<file path="config.mk">
export PLATFORM = sky130hd
export DESIGN_NAME = bus_controller
export DESIGN_NICKNAME = d
export VERILOG_FILES = /design/src/rtl/bus_ctrl_pkg.sv /design/src/rtl/irq_encoder.sv /design/src/rtl/bus_controller.sv
export SDC_FILE = /design/constraint.sdc
export NUM_CORES = 1
export LEC_CHECK = 0
export ABC_CLOCK_PERIOD_IN_PS = 4100
export BUFFER_PORTS_ARGS = -buffer_cell sky130_fd_sc_hd__buf_2
export CAP_MARGIN = 5
export CORE_ASPECT_RATIO = 1.5
export CORE_MARGIN = 3
export CORE_UTILIZATION = 59
export CTS_CLUSTER_SIZE = 28
export DETAILED_ROUTE_END_ITERATION = 6
export GPL_ROUTABILITY_DRIVEN = 0
export PLACE_DENSITY = 0.91
export SLEW_MARGIN = 20
export SYNTH_ARGS = -nofsm -noshare
export SYNTH_HDL_FRONTEND = slang
export SYNTH_SLANG_ARGS = --single-unit
</file>
<file path="constraint.sdc">
create_clock -name clk -period 4.1 [get_ports clk]
set_clock_uncertainty 0.2 [all_clocks]
set_input_delay 0.205 -clock clk [delete_from_list [all_inputs] [get_ports clk]]
set_output_delay 0.205 -clock clk [all_outputs]
set_load 0.1 [all_outputs]
</file>
<file path="src/rtl/bus_ctrl_pkg.sv">
// Shared types and constants for the 68000 bus controller.
//   state_t     : bus-cycle FSM states
//   FC_IACK     : function code marking an interrupt-acknowledge cycle
//   ADDR_W      : width of one window base/mask field
//   WAIT_W      : width of one window wait-state field
//   win_hit()   : masked address compare for one window
package bus_ctrl_pkg;

  typedef enum logic [2:0] {
    S_IDLE,
    S_DECODE,
    S_WAIT,
    S_ACK,
    S_END
  } state_t;

  localparam logic [2:0] FC_IACK = 3'b111;
  localparam int ADDR_W = 24;
  localparam int WAIT_W = 4;

  function automatic logic win_hit(input logic [ADDR_W-1:0] a,
                                   input logic [ADDR_W-1:0] base,
                                   input logic [ADDR_W-1:0] mask);
    return ((a ^ base) & mask) == '0;
  endfunction

endpackage

</file>
<file path="src/rtl/irq_encoder.sv">
// Interrupt priority encoder.
// Two-flop synchronises the asynchronous IRQ lines, then registers the
// active-low encoding of the highest asserted level (IRQ line i = level i+1).
// Ports:
//   clk, rst_n : clock, async active-low reset
//   irq_n      : interrupt requests, active-low, asynchronous
//   ipl_n      : encoded priority level to CPU, active-low, 3'b111 = none
module irq_encoder #(
  parameter int NUM_IRQ = 7
) (
  input  logic               clk,
  input  logic               rst_n,
  input  logic [NUM_IRQ-1:0] irq_n,
  output logic [2:0]         ipl_n
);

  logic [NUM_IRQ-1:0] sync1_n, sync2_n;
  logic [2:0]         level;

  // Ascending scan so the highest asserted line wins.
  always_comb begin
    level = 3'd0;
    for (int i = 0; i < NUM_IRQ; i++)
      if (!sync2_n[i]) level = 3'(i + 1);
  end

  always_ff @(posedge clk or negedge rst_n) begin
    if (!rst_n) begin
      sync1_n <= '1;
      sync2_n <= '1;
      ipl_n   <= 3'b111;
    end else begin
      sync1_n <= irq_n;
      sync2_n <= sync1_n;
      ipl_n   <= ~level;
    end
  end

endmodule

</file>
<file path="src/rtl/bus_controller.sv">
// 68000 bus controller: chip-select decode with boot overlay, DTACK
// generation (wait-state counter or external ack), interrupt IPL encode and
// IACK/VPA handling, and a bus-cycle watchdog that raises BERR.
// Ports:
//   clk, rst_n          : clock, async active-low reset
//   as_n, uds_n, lds_n  : CPU strobes, active-low
//   rw, fc, addr        : CPU read/write, function code, A[23:1]
//   cs_n                : chip selects, active-low
//   dtack_in_n          : external acks for externally-acked windows
//   iack_dtack_n        : ack from a vectored interrupt source
//   irq_n               : interrupt requests, active-low
//   iack_n              : per-level interrupt acknowledge, active-low
//   ipl_n               : encoded priority to CPU, active-low
//   dtack_n, vpa_n      : data ack / autovector request, active-low
//   berr_n              : bus error, active-low
//   boot                : 0 while the boot overlay is active
module bus_controller
  import bus_ctrl_pkg::*;
#(
  parameter int                       NUM_CS       = 4,
  parameter logic [NUM_CS*ADDR_W-1:0] CS_BASE      = {24'h400000, 24'h800000, 24'h000000, 24'hF00000},
  parameter logic [NUM_CS*ADDR_W-1:0] CS_MASK      = {24'hF00000, 24'hF00000, 24'hF00000, 24'hF00000},
  parameter logic [NUM_CS*WAIT_W-1:0] CS_WAIT      = {4'd3, 4'd0, 4'd0, 4'd1},
  parameter logic [NUM_CS-1:0]        CS_EXT       = 4'b0100,
  parameter int                       BOOT_CS      = 0,
  parameter int                       BOOT_CYCLES  = 4,
  parameter int                       BERR_TIMEOUT = 64,
  parameter int                       NUM_IRQ      = 7,
  parameter logic [NUM_IRQ-1:0]       IRQ_VECTORED = 7'b0010000
) (
  input  logic               clk,
  input  logic               rst_n,
  input  logic               as_n,
  input  logic               uds_n,
  input  logic               lds_n,
  input  logic               rw,
  input  logic [2:0]         fc,
  input  logic [22:0]        addr,
  output logic [NUM_CS-1:0]  cs_n,
  input  logic [NUM_CS-1:0]  dtack_in_n,
  input  logic               iack_dtack_n,
  input  logic [NUM_IRQ-1:0] irq_n,
  output logic [NUM_IRQ-1:0] iack_n,
  output logic [2:0]         ipl_n,
  output logic               dtack_n,
  output logic               vpa_n,
  output logic               berr_n,
  output logic               boot
);

  localparam int WD_W = $clog2(BERR_TIMEOUT + 1);
  localparam int BC_W = $clog2(BOOT_CYCLES + 1);

  state_t              state;
  logic [22:0]         addr_q;
  logic [2:0]          fc_q;
  logic                rw_q;
  logic [NUM_CS-1:0]   sel_q;     // one-hot selected window
  logic                ext_q;     // selected window acks externally
  logic [NUM_IRQ-1:0]  iack_sel;  // one-hot vectored IACK level
  logic                auto_q;    // autovectored IACK cycle
  logic [WAIT_W-1:0]   wait_cnt;
  logic [WD_W-1:0]     wd_cnt;
  logic [BC_W-1:0]     boot_cnt;

  // Direction is latched for completeness but no decode depends on it.
  logic rw_unused;
  assign rw_unused = rw_q;

  logic strobe;
  assign strobe = !(uds_n && lds_n);

  logic wd_exp;
  assign wd_exp = (wd_cnt == WD_W'(BERR_TIMEOUT - 1));

  // Window decode: overlay forces BOOT_CS, otherwise lowest matching window.
  logic [NUM_CS-1:0] hit_sel;
  logic              hit_any;
  logic              hit_ext;
  logic [WAIT_W-1:0] hit_wait;
  always_comb begin
    hit_sel  = '0;
    hit_any  = 1'b0;
    hit_ext  = 1'b0;
    hit_wait = '0;
    if (!boot) begin
      hit_sel[BOOT_CS] = 1'b1;
      hit_any          = 1'b1;
      hit_ext          = CS_EXT[BOOT_CS];
      hit_wait         = CS_WAIT[WAIT_W*BOOT_CS +: WAIT_W];
    end else begin
      for (int i = 0; i < NUM_CS; i++)
        if (!hit_any && win_hit({addr_q, 1'b0}, CS_BASE[ADDR_W*i +: ADDR_W],
                                CS_MASK[ADDR_W*i +: ADDR_W])) begin
          hit_sel[i] = 1'b1;
          hit_any    = 1'b1;
          hit_ext    = CS_EXT[i];
          hit_wait   = CS_WAIT[WAIT_W*i +: WAIT_W];
        end
    end
  end

  // IACK level decode from A[3:1]; out-of-range levels select nothing.
  logic [NUM_IRQ-1:0] lvl_onehot;
  logic               lvl_ok;
  logic               lvl_vec;
  always_comb begin
    lvl_onehot = '0;
    lvl_ok     = 1'b0;
    lvl_vec    = 1'b0;
    for (int i = 0; i < NUM_IRQ; i++)
      if (addr_q[2:0] == 3'(i + 1)) begin
        lvl_onehot[i] = 1'b1;
        lvl_ok        = 1'b1;
        lvl_vec       = IRQ_VECTORED[i];
      end
  end

  // Acknowledge condition while in WAIT.
  logic ack_now;
  always_comb begin
    ack_now = 1'b0;
    if (auto_q)        ack_now = 1'b1;
    else if (|iack_sel) ack_now = !iack_dtack_n;
    else if (ext_q)    ack_now = |(sel_q & ~dtack_in_n);
    else if (|sel_q)   ack_now = (wait_cnt == '0);
  end

  always_ff @(posedge clk or negedge rst_n) begin
    if (!rst_n) begin
      state    <= S_IDLE;
      addr_q   <= '0;
      fc_q     <= '0;
      rw_q     <= 1'b1;
      sel_q    <= '0;
      ext_q    <= 1'b0;
      iack_sel <= '0;
      auto_q   <= 1'b0;
      wait_cnt <= '0;
      wd_cnt   <= '0;
      boot_cnt <= '0;
      boot     <= 1'b0;
      cs_n     <= '1;
      iack_n   <= '1;
      dtack_n  <= 1'b1;
      vpa_n    <= 1'b1;
      berr_n   <= 1'b1;
    end else begin
      case (state)
        S_IDLE: begin
          wd_cnt <= '0;
          if (!as_n) begin
            addr_q <= addr;
            fc_q   <= fc;
            rw_q   <= rw;
            state  <= S_DECODE;
          end
        end

        S_DECODE: begin
          wd_cnt <= wd_cnt + WD_W'(1);
          if (as_n) begin
            state <= S_END;
          end else if (wd_exp) begin
            berr_n <= 1'b0;
            state  <= S_ACK;
          end else begin
            if (fc_q == FC_IACK) begin
              sel_q    <= '0;
              ext_q    <= 1'b0;
              iack_sel <= lvl_vec ? lvl_onehot : '0;
              auto_q   <= lvl_ok && !lvl_vec;
              iack_n   <= lvl_vec ? ~lvl_onehot : '1;
              cs_n     <= '1;
            end else begin
              sel_q    <= hit_sel;
              ext_q    <= hit_any && hit_ext;
              wait_cnt <= hit_wait;
              iack_sel <= '0;
              auto_q   <= 1'b0;
              cs_n     <= strobe ? ~hit_sel : '1;
            end
            state <= S_WAIT;
          end
        end

        S_WAIT: begin
          wd_cnt <= wd_cnt + WD_W'(1);
          cs_n   <= strobe ? ~sel_q : '1;
          if (as_n) begin
            // Cycle abandoned before any ack.
            cs_n   <= '1;
            iack_n <= '1;
            state  <= S_END;
          end else if (ack_now) begin
            // Ack beats a watchdog expiry on the same edge.
            dtack_n <= auto_q;
            vpa_n   <= !auto_q;
            state   <= S_ACK;
          end else if (wd_exp) begin
            berr_n <= 1'b0;
            cs_n   <= '1;
            iack_n <= '1;
            state  <= S_ACK;
          end else if (wait_cnt != '0) begin
            wait_cnt <= wait_cnt - WAIT_W'(1);
          end
        end

        S_ACK: begin
          if (as_n) begin
            cs_n    <= '1;
            iack_n  <= '1;
            dtack_n <= 1'b1;
            vpa_n   <= 1'b1;
            berr_n  <= 1'b1;
            state   <= S_END;
          end
        end

        S_END: begin
          wd_cnt   <= '0;
          sel_q    <= '0;
          iack_sel <= '0;
          auto_q   <= 1'b0;
          ext_q    <= 1'b0;
          if (!boot) begin
            boot_cnt <= boot_cnt + BC_W'(1);
            if (boot_cnt == BC_W'(BOOT_CYCLES - 1)) boot <= 1'b1;
          end
          state <= S_IDLE;
        end

        default: state <= S_IDLE;
      endcase
    end
  end

  irq_encoder #(.NUM_IRQ(NUM_IRQ)) u_irq (
    .clk   (clk),
    .rst_n (rst_n),
    .irq_n (irq_n),
    .ipl_n (ipl_n)
  );

endmodule

</file>
== Word-level counts from Yosys, hierarchy flattened ==
Index checks and enable logic that the tools add are counted.

* Equal/unequal tests: 28
* Add/sub/neg operators: 3
* Bitwise gates (word level): 11
* Muxes and demuxes: 113
* Reduce and logical (&&, ||, !) cells: 38

{| class="wikitable"
|+ Operator list
! cell !! number
|-
| zero test 24 bit || 4
|-
| 2-to-1 mux 4 bit || 23
|-
| 2-to-1 mux 7 bit || 12
|-
| 2-to-1 mux 1 bit || 53
|-
| 2-to-1 mux 3 bit || 13
|-
| one-hot mux 7 bit (2 select lines) || 2
|-
| != test 2 bit, second input constant || 11
|-
| one-hot mux 7 bit (3 select lines) || 1
|-
| equality test 3 bit, second input constant || 6
|-
| NOT 4 bit || 4
|-
| one-hot mux 4 bit (2 select lines) || 2
|-
| equality test 3 x 2 -> 1 bit, second input constant || 5
|-
| one-hot mux 3 bit (4 select lines) || 1
|-
| one-hot mux 4 bit (3 select lines) || 1
|-
| one-hot mux 1 bit (2 select lines) || 4
|-
| AND reduction 4 bit || 2
|-
| AND reduction 8 bit || 1
|-
| nonzero test 2 bit || 4
|-
| OR reduction 4 bit || 2
|-
| adder 7 x 1 -> 7 bit, second input constant || 1
|-
| equality test 7 x 6 -> 1 bit, second input constant || 1
|-
| NOT 7 bit || 1
|-
| AND reduction 7 bit || 1
|-
| OR reduction 7 bit || 1
|-
| 19 further kinds || 37
|}

* Output and inout bits: 18
* Word-level logic and storage cells: 212
* Register bits: 88
* Input port bits: 44

== Logic depth before layout (Yosys ltp) ==
* Word-level depth: 22
* Depth in mapped cells: 9

== By module ==
From an unflattened synthesis, not the netlist that was laid out.

* Cells, all modules: 271
* Area total of the unflattened synthesis: 3125.5 um^2

{| class="wikitable"
|+ Modules (own cells, without submodules)
! module !! sequential area each (um^2) !! instances !! cells each !! area each (um^2)
|-
| bus_controller || 1393.8 || 1 || 244 || 2635.0
|-
| irq_encoder || 446.7 || 1 || 27 || 490.5
|}

== Worst setup path after synthesis ==
OpenSTA, ideal clock, no wires.

* Path kind: register to register
* Start: register iack_sel[2]
* End: register wait_cnt[3]
* Path buffers: 1
* Clock period less this slack: 2.521 ns
* Cell stages (with the launch flop): 8
* Data required time: 3.831 ns
* Data arrival time: 2.252 ns
* Library setup time: 0.069 ns
* Setup slack: 1.579 ns
* Cell sequence: dfrtp_1 or4_4 nor4_4 mux2i_1 or3_1 buf_6 or4_1 nand3_1

* Longest elaborated chain between the ends: 5

{| class="wikitable"
|+ RTL lines
! element !! line !! RTL
|-
| start, declared || bus_controller.sv:60 || <nowiki>logic [NUM_IRQ-1:0] iack_sel;</nowiki>
|-
| start signal, assigned || bus_controller.sv:171 || <nowiki>iack_sel <= lvl_vec ? lvl_onehot : '0;</nowiki>
|-
| OR reduction 7 bit || bus_controller.sv:124 || <nowiki>else if (|iack_sel) ack_now = !iack_dtack_n;</nowiki>
|-
| 2-to-1 mux 1 bit || bus_controller.sv:124 ||
|-
| 2-to-1 mux 1 bit || bus_controller.sv:123 || <nowiki>if (auto_q) ack_now = 1'b1;</nowiki>
|-
| != test 2 bit (no source line) || -- ||
|-
| AND reduction 8 bit (no source line) || -- ||
|-
| end signal, assigned || bus_controller.sv:178 || <nowiki>wait_cnt <= hit_wait;</nowiki>
|-
| end signal, assigned || bus_controller.sv:206 || <nowiki>wait_cnt <= wait_cnt - WAIT_W'(1);</nowiki>
|-
| end, declared || bus_controller.sv:62 || <nowiki>logic [WAIT_W-1:0] wait_cnt;</nowiki>
|}

No other way between the ends.
A chain may end at the register's enable or synchronous reset.

== Worst setup path after layout ==
* Start: register wait_cnt[0]
* End: register iack_n[6]

* Longest elaborated chain between the ends: 7

{| class="wikitable"
|+ RTL lines
! element !! line !! RTL
|-
| zero test 4 bit || bus_controller.sv:126 || <nowiki>else if (|sel_q) ack_now = (wait_cnt == '0);</nowiki>
|-
| 2-to-1 mux 1 bit || bus_controller.sv:126 ||
|-
| 2-to-1 mux 1 bit || bus_controller.sv:125 || <nowiki>else if (ext_q) ack_now = |(sel_q & ~dtack_in_n);</nowiki>
|-
| 2-to-1 mux 1 bit || bus_controller.sv:124 ||
|-
| 2-to-1 mux 1 bit || bus_controller.sv:123 ||
|-
| != test 3 bit (no source line) || -- ||
|-
| AND reduction 7 bit (no source line) || -- ||
|-
| end signal, assigned || bus_controller.sv:173 || <nowiki>iack_n <= lvl_vec ? ~lvl_onehot : '1;</nowiki>
|-
| end, declared || bus_controller.sv:43 || <nowiki>output logic [NUM_IRQ-1:0] iack_n,</nowiki>
|}

No other way between the ends.

==> flow_metrics.py <==
metrics = {
    "routing": {
        "ant_nets": 0,
        "first_pass_iters": 4,
        "drt-initial-drc-count": 130,
        "vias": 2475,
        "avgViaCountPerCell": 5.810,
        "drc_errors": 0,
        "routedWlPerCell_um": 16.25,
        "wirelength_um": 6923,
    },
    "die": {
        "fp.coreArea_mm2": 0.005205,
        "die-area_mm2": 0.006365,
        "ios": 62,
        "die_x_um": 66.15,
        "die_height_um": 96.22,
        "row_count": 32,
        "start_util": 0.6151,
    },
    "flow_run": {
        "cap_violations": 0,
    },
    "clock_network": {
        "cts_tree": "built",
        "clk_latency_ns": 0.35,
        "root_buffer": "clkbuf_8",
        "cts_num_sinks": 72,
        "cts_buffers": 9,
        "path_clk_slew_ns": 0.08,
        "h-tree-depth": 3,
        "cts_resized": 0,
        "cts_buffer_depth": 2,
    },
    "synthesis": {
        "synth.distinct_cells": 55,
        "yosys-top-cells-count": "dfrtp_1, dfstp_2, nor2_1, nand2_1, a21oi_1",
        "synth-compound-area-share": 0.1086,
        "yosys.area_share.simple": 0.2098,
        "synthTopCellsByArea": "dfrtp_1, dfstp_2, mux2_2",
        "syn_area_mm2": 0.003202,
        "synth_top_family_by_area": "simple AND/OR/NAND/NOR gates",
        "yosysTopAreaCellShare": 0.3204,
        "synthMuxAreaShare": 0.05119,
        "yosysSeqAreaShare": 0.5748,
        "synth_most_common_cell": "dfrtp_1",
        "synth_flop_cell": "dfrtp_1",
        "synth_xor_area_frac": 0.01368,
        "synth_edf_count": 0,
        "ys_ff_latch": 72,
        "yosysWarnings": 0,
        "synth.largest_area_cell": "dfrtp_1",
        "synth.avg_cell_area_um2": 11.08,
        "synth_fa_ha_area_frac": 0.01563,
        "syn_inst": 289,
        "syn_nets": 337,
        "synthArstFlopShare": 1.000,
    },
    "global_route": {
        "grt_usage": 0.2396,
        "busiest_layer": "met2",
        "gr-usage-met3": 0.06542,
        "grt_pass1_vias": 2477,
        "antenna_found_initial": 0,
        "grt_pass1_wl_um": 11320,
        "met1_usage": 0.2555,
        "overflow": 0,
        "grt_max_degree": 44,
        "gr-usage-met2": 0.4192,
    },
    "setup_path": {
        "r2r_setup_slack_ns": 1.11,
        "cp.required_ns": 4.16,
        "critical_path.max_stage_delay_ns": 0.64,
        "critPathMaxFanout": 6,
        "ff2ff_path_depth": 8,
        "start_kind": "flip-flop",
        "endpoint_kind": "flip-flop",
        "cp_slowest_cell": "o21ai_0",
        "r2r-start": "wait_cnt[0]",
        "path_cells": "inv_1, ha_1, or3b_2, or3_1, mux2i_1, nor4_1, o21ai_0, nand2b_1",
        "setup.worst_path.class": "reg2reg",
        "endpoint": "iack_n[6]",
        "crit_path_start": "wait_cnt[0]",
        "r2r_end": "iack_n[6]",
        "cp.depth": 8,
        "critPathBufInv": 1,
        "critPathTopFamily": "simple AND/OR/NAND/NOR gates",
        "worstPathArrival_ns": 3.05,
    },
    "placed_design": {
        "dp_hpwl_um": 4832,
        "port_buffers": 44,
    },
    "run_status": {
        "status": "completed",
    },
    "sta": {
        "setup_viol": 0,
        "period_minus_slack_ns": 2.992,
        "hold_viol": 0,
        "rsz0062_at_grt": "false",
        "setup_tns_ns": 0,
        "relSlewSlack": 0.4026,
        "hold_slack_ns": 0.04204,
        "fin_crit_sh": 0.7298,
        "maxSlewViolCount": 0,
        "fmax_mhz": 334.2,
        "worstMarginPinSlew_ns": 0.8960,
    },
    "pwr": {
        "ir_drop_uv": 431.7,
        "power_density_mw_per_mm2": 628.3,
        "leakagePower_nw": 1.740,
    },
    "cells_and_area": {
        "n_antenna_cell": 0,
        "layout-drive-gt1-share": 0.3296,
        "fin_nets": 401,
        "syn2layout_area_growth_pct": 19.93,
    },
    "hold_path": {
        "hold_class": "in2reg",
    },
}
per-layer routing:
metal  vias up  wire [um]  part of all wire
met5         -          0                 0
met1      1197       2600              0.38
met3        25        380             0.055
li1       1163          -                 -
met2        90       3684              0.53
met4         0        257             0.037
worst min-delay path by stage:
stage,from,to,cells after the start
2_1_floorplan,rst_n,addr_q[0],0
3_3_place_gp,irq_n[2],u_irq.sync1_n[2],1
3_5_place_dp,irq_n[1],u_irq.sync1_n[1],1
4_1_cts,as_n,state[1],2
5_1_grt,as_n,state[1],2
6_report,as_n,state[1],2
timing repair:
item                      in CTS  in global routing
hold endpoints to repair      35                  0
buffers inserted               0                  0
hold buffers                  18                  0
cells by family (layout without fill, tap and decap cells):
logic type / after synthesis / in the layout
simple gates: 120 / 120
flops: 72 / 72
compound gates: 53 / 53
buf+inv: 20 / 89
mux: 15 / 15
xor+xnor: 5 / 5
fa+ha+maj: 4 / 4
worst register-to-register path, cell delays in order (launching register included):
cell and delay, ns:
dfrtp_1 0.40, inv_1 0.11, ha_1 0.17, or3b_2 0.49, or3_1 0.36, mux2i_1 0.24
nor4_1 0.15, o21ai_0 0.64, nand2b_1 0.15
final cells by class:
type	instances	area (um2)
Clock inverter	7	60.06
Timing Repair Buffer	65	422.9
Fill cell	368	1365
Clock buffer	9	123.9
Multi-Input combinational cell	197	1277
Tap cell	68	85.08
Inverter	8	30.03
Sequential cell	72	1841
registers in the layout, indices dropped and copies added, names as in the netlist, 4 cells and up:
name and flops:
addr_q 7, cs_n 4, iack_n 7, iack_sel 7
sel_q 4, u_irq.sync1_n 7, u_irq.sync2_n 7, wait_cnt 4
wd_cnt 7
report_power, final:
| group | switching, mW | total, mW | internal [mW] | leakage (nW) |
|---|---|---|---|---|
| sequential | 0.180 | 1.06 | 0.881 | 0.856 |
| clock | 0.292 | 0.525 | 0.232 | 0.0949 |
| combinational | 0.543 | 0.827 | 0.284 | 0.789 |
| total | 1.02 | 2.41 | 1.40 | 1.74 |
layout by cell type, fill, tap and decap left out, types with 4 or more instances in the layout:
master,netlist,final
mux2_2,11,11
nor3_1,6,6
dfrtp_1,41,41
or4_1,5,5
ha_1,4,4
and3_1,8,8
a21o_1,4,4
inv_1,8,8
dlygate4sd3_1,0,18
mux2i_1,4,4
clkbuf_8,0,9
nor2_1,25,25
o21ai_0,8,8
a21oi_1,18,18
nand2_1,21,21
buf_2,1,44
nand3_1,13,13
dfstp_2,31,31
nand2b_1,13,13
through the flow:
step	util	instances	total power [mW]	area, um2	worst slack (ns)
2_1_floorplan	-	289	1.692	3202	1.579
3_3_place_gp	0.6678	392	1.835	3476	1.239
3_5_place_dp	0.6678	392	1.878	3476	1.121
4_1_cts	0.7377	426	2.417	3840	1.112
5_1_grt	0.7377	426	2.544	3840	0.8954
6_report	0.7377	426	2.413	3840	1.108
Power figures use the tool's default switching activity.
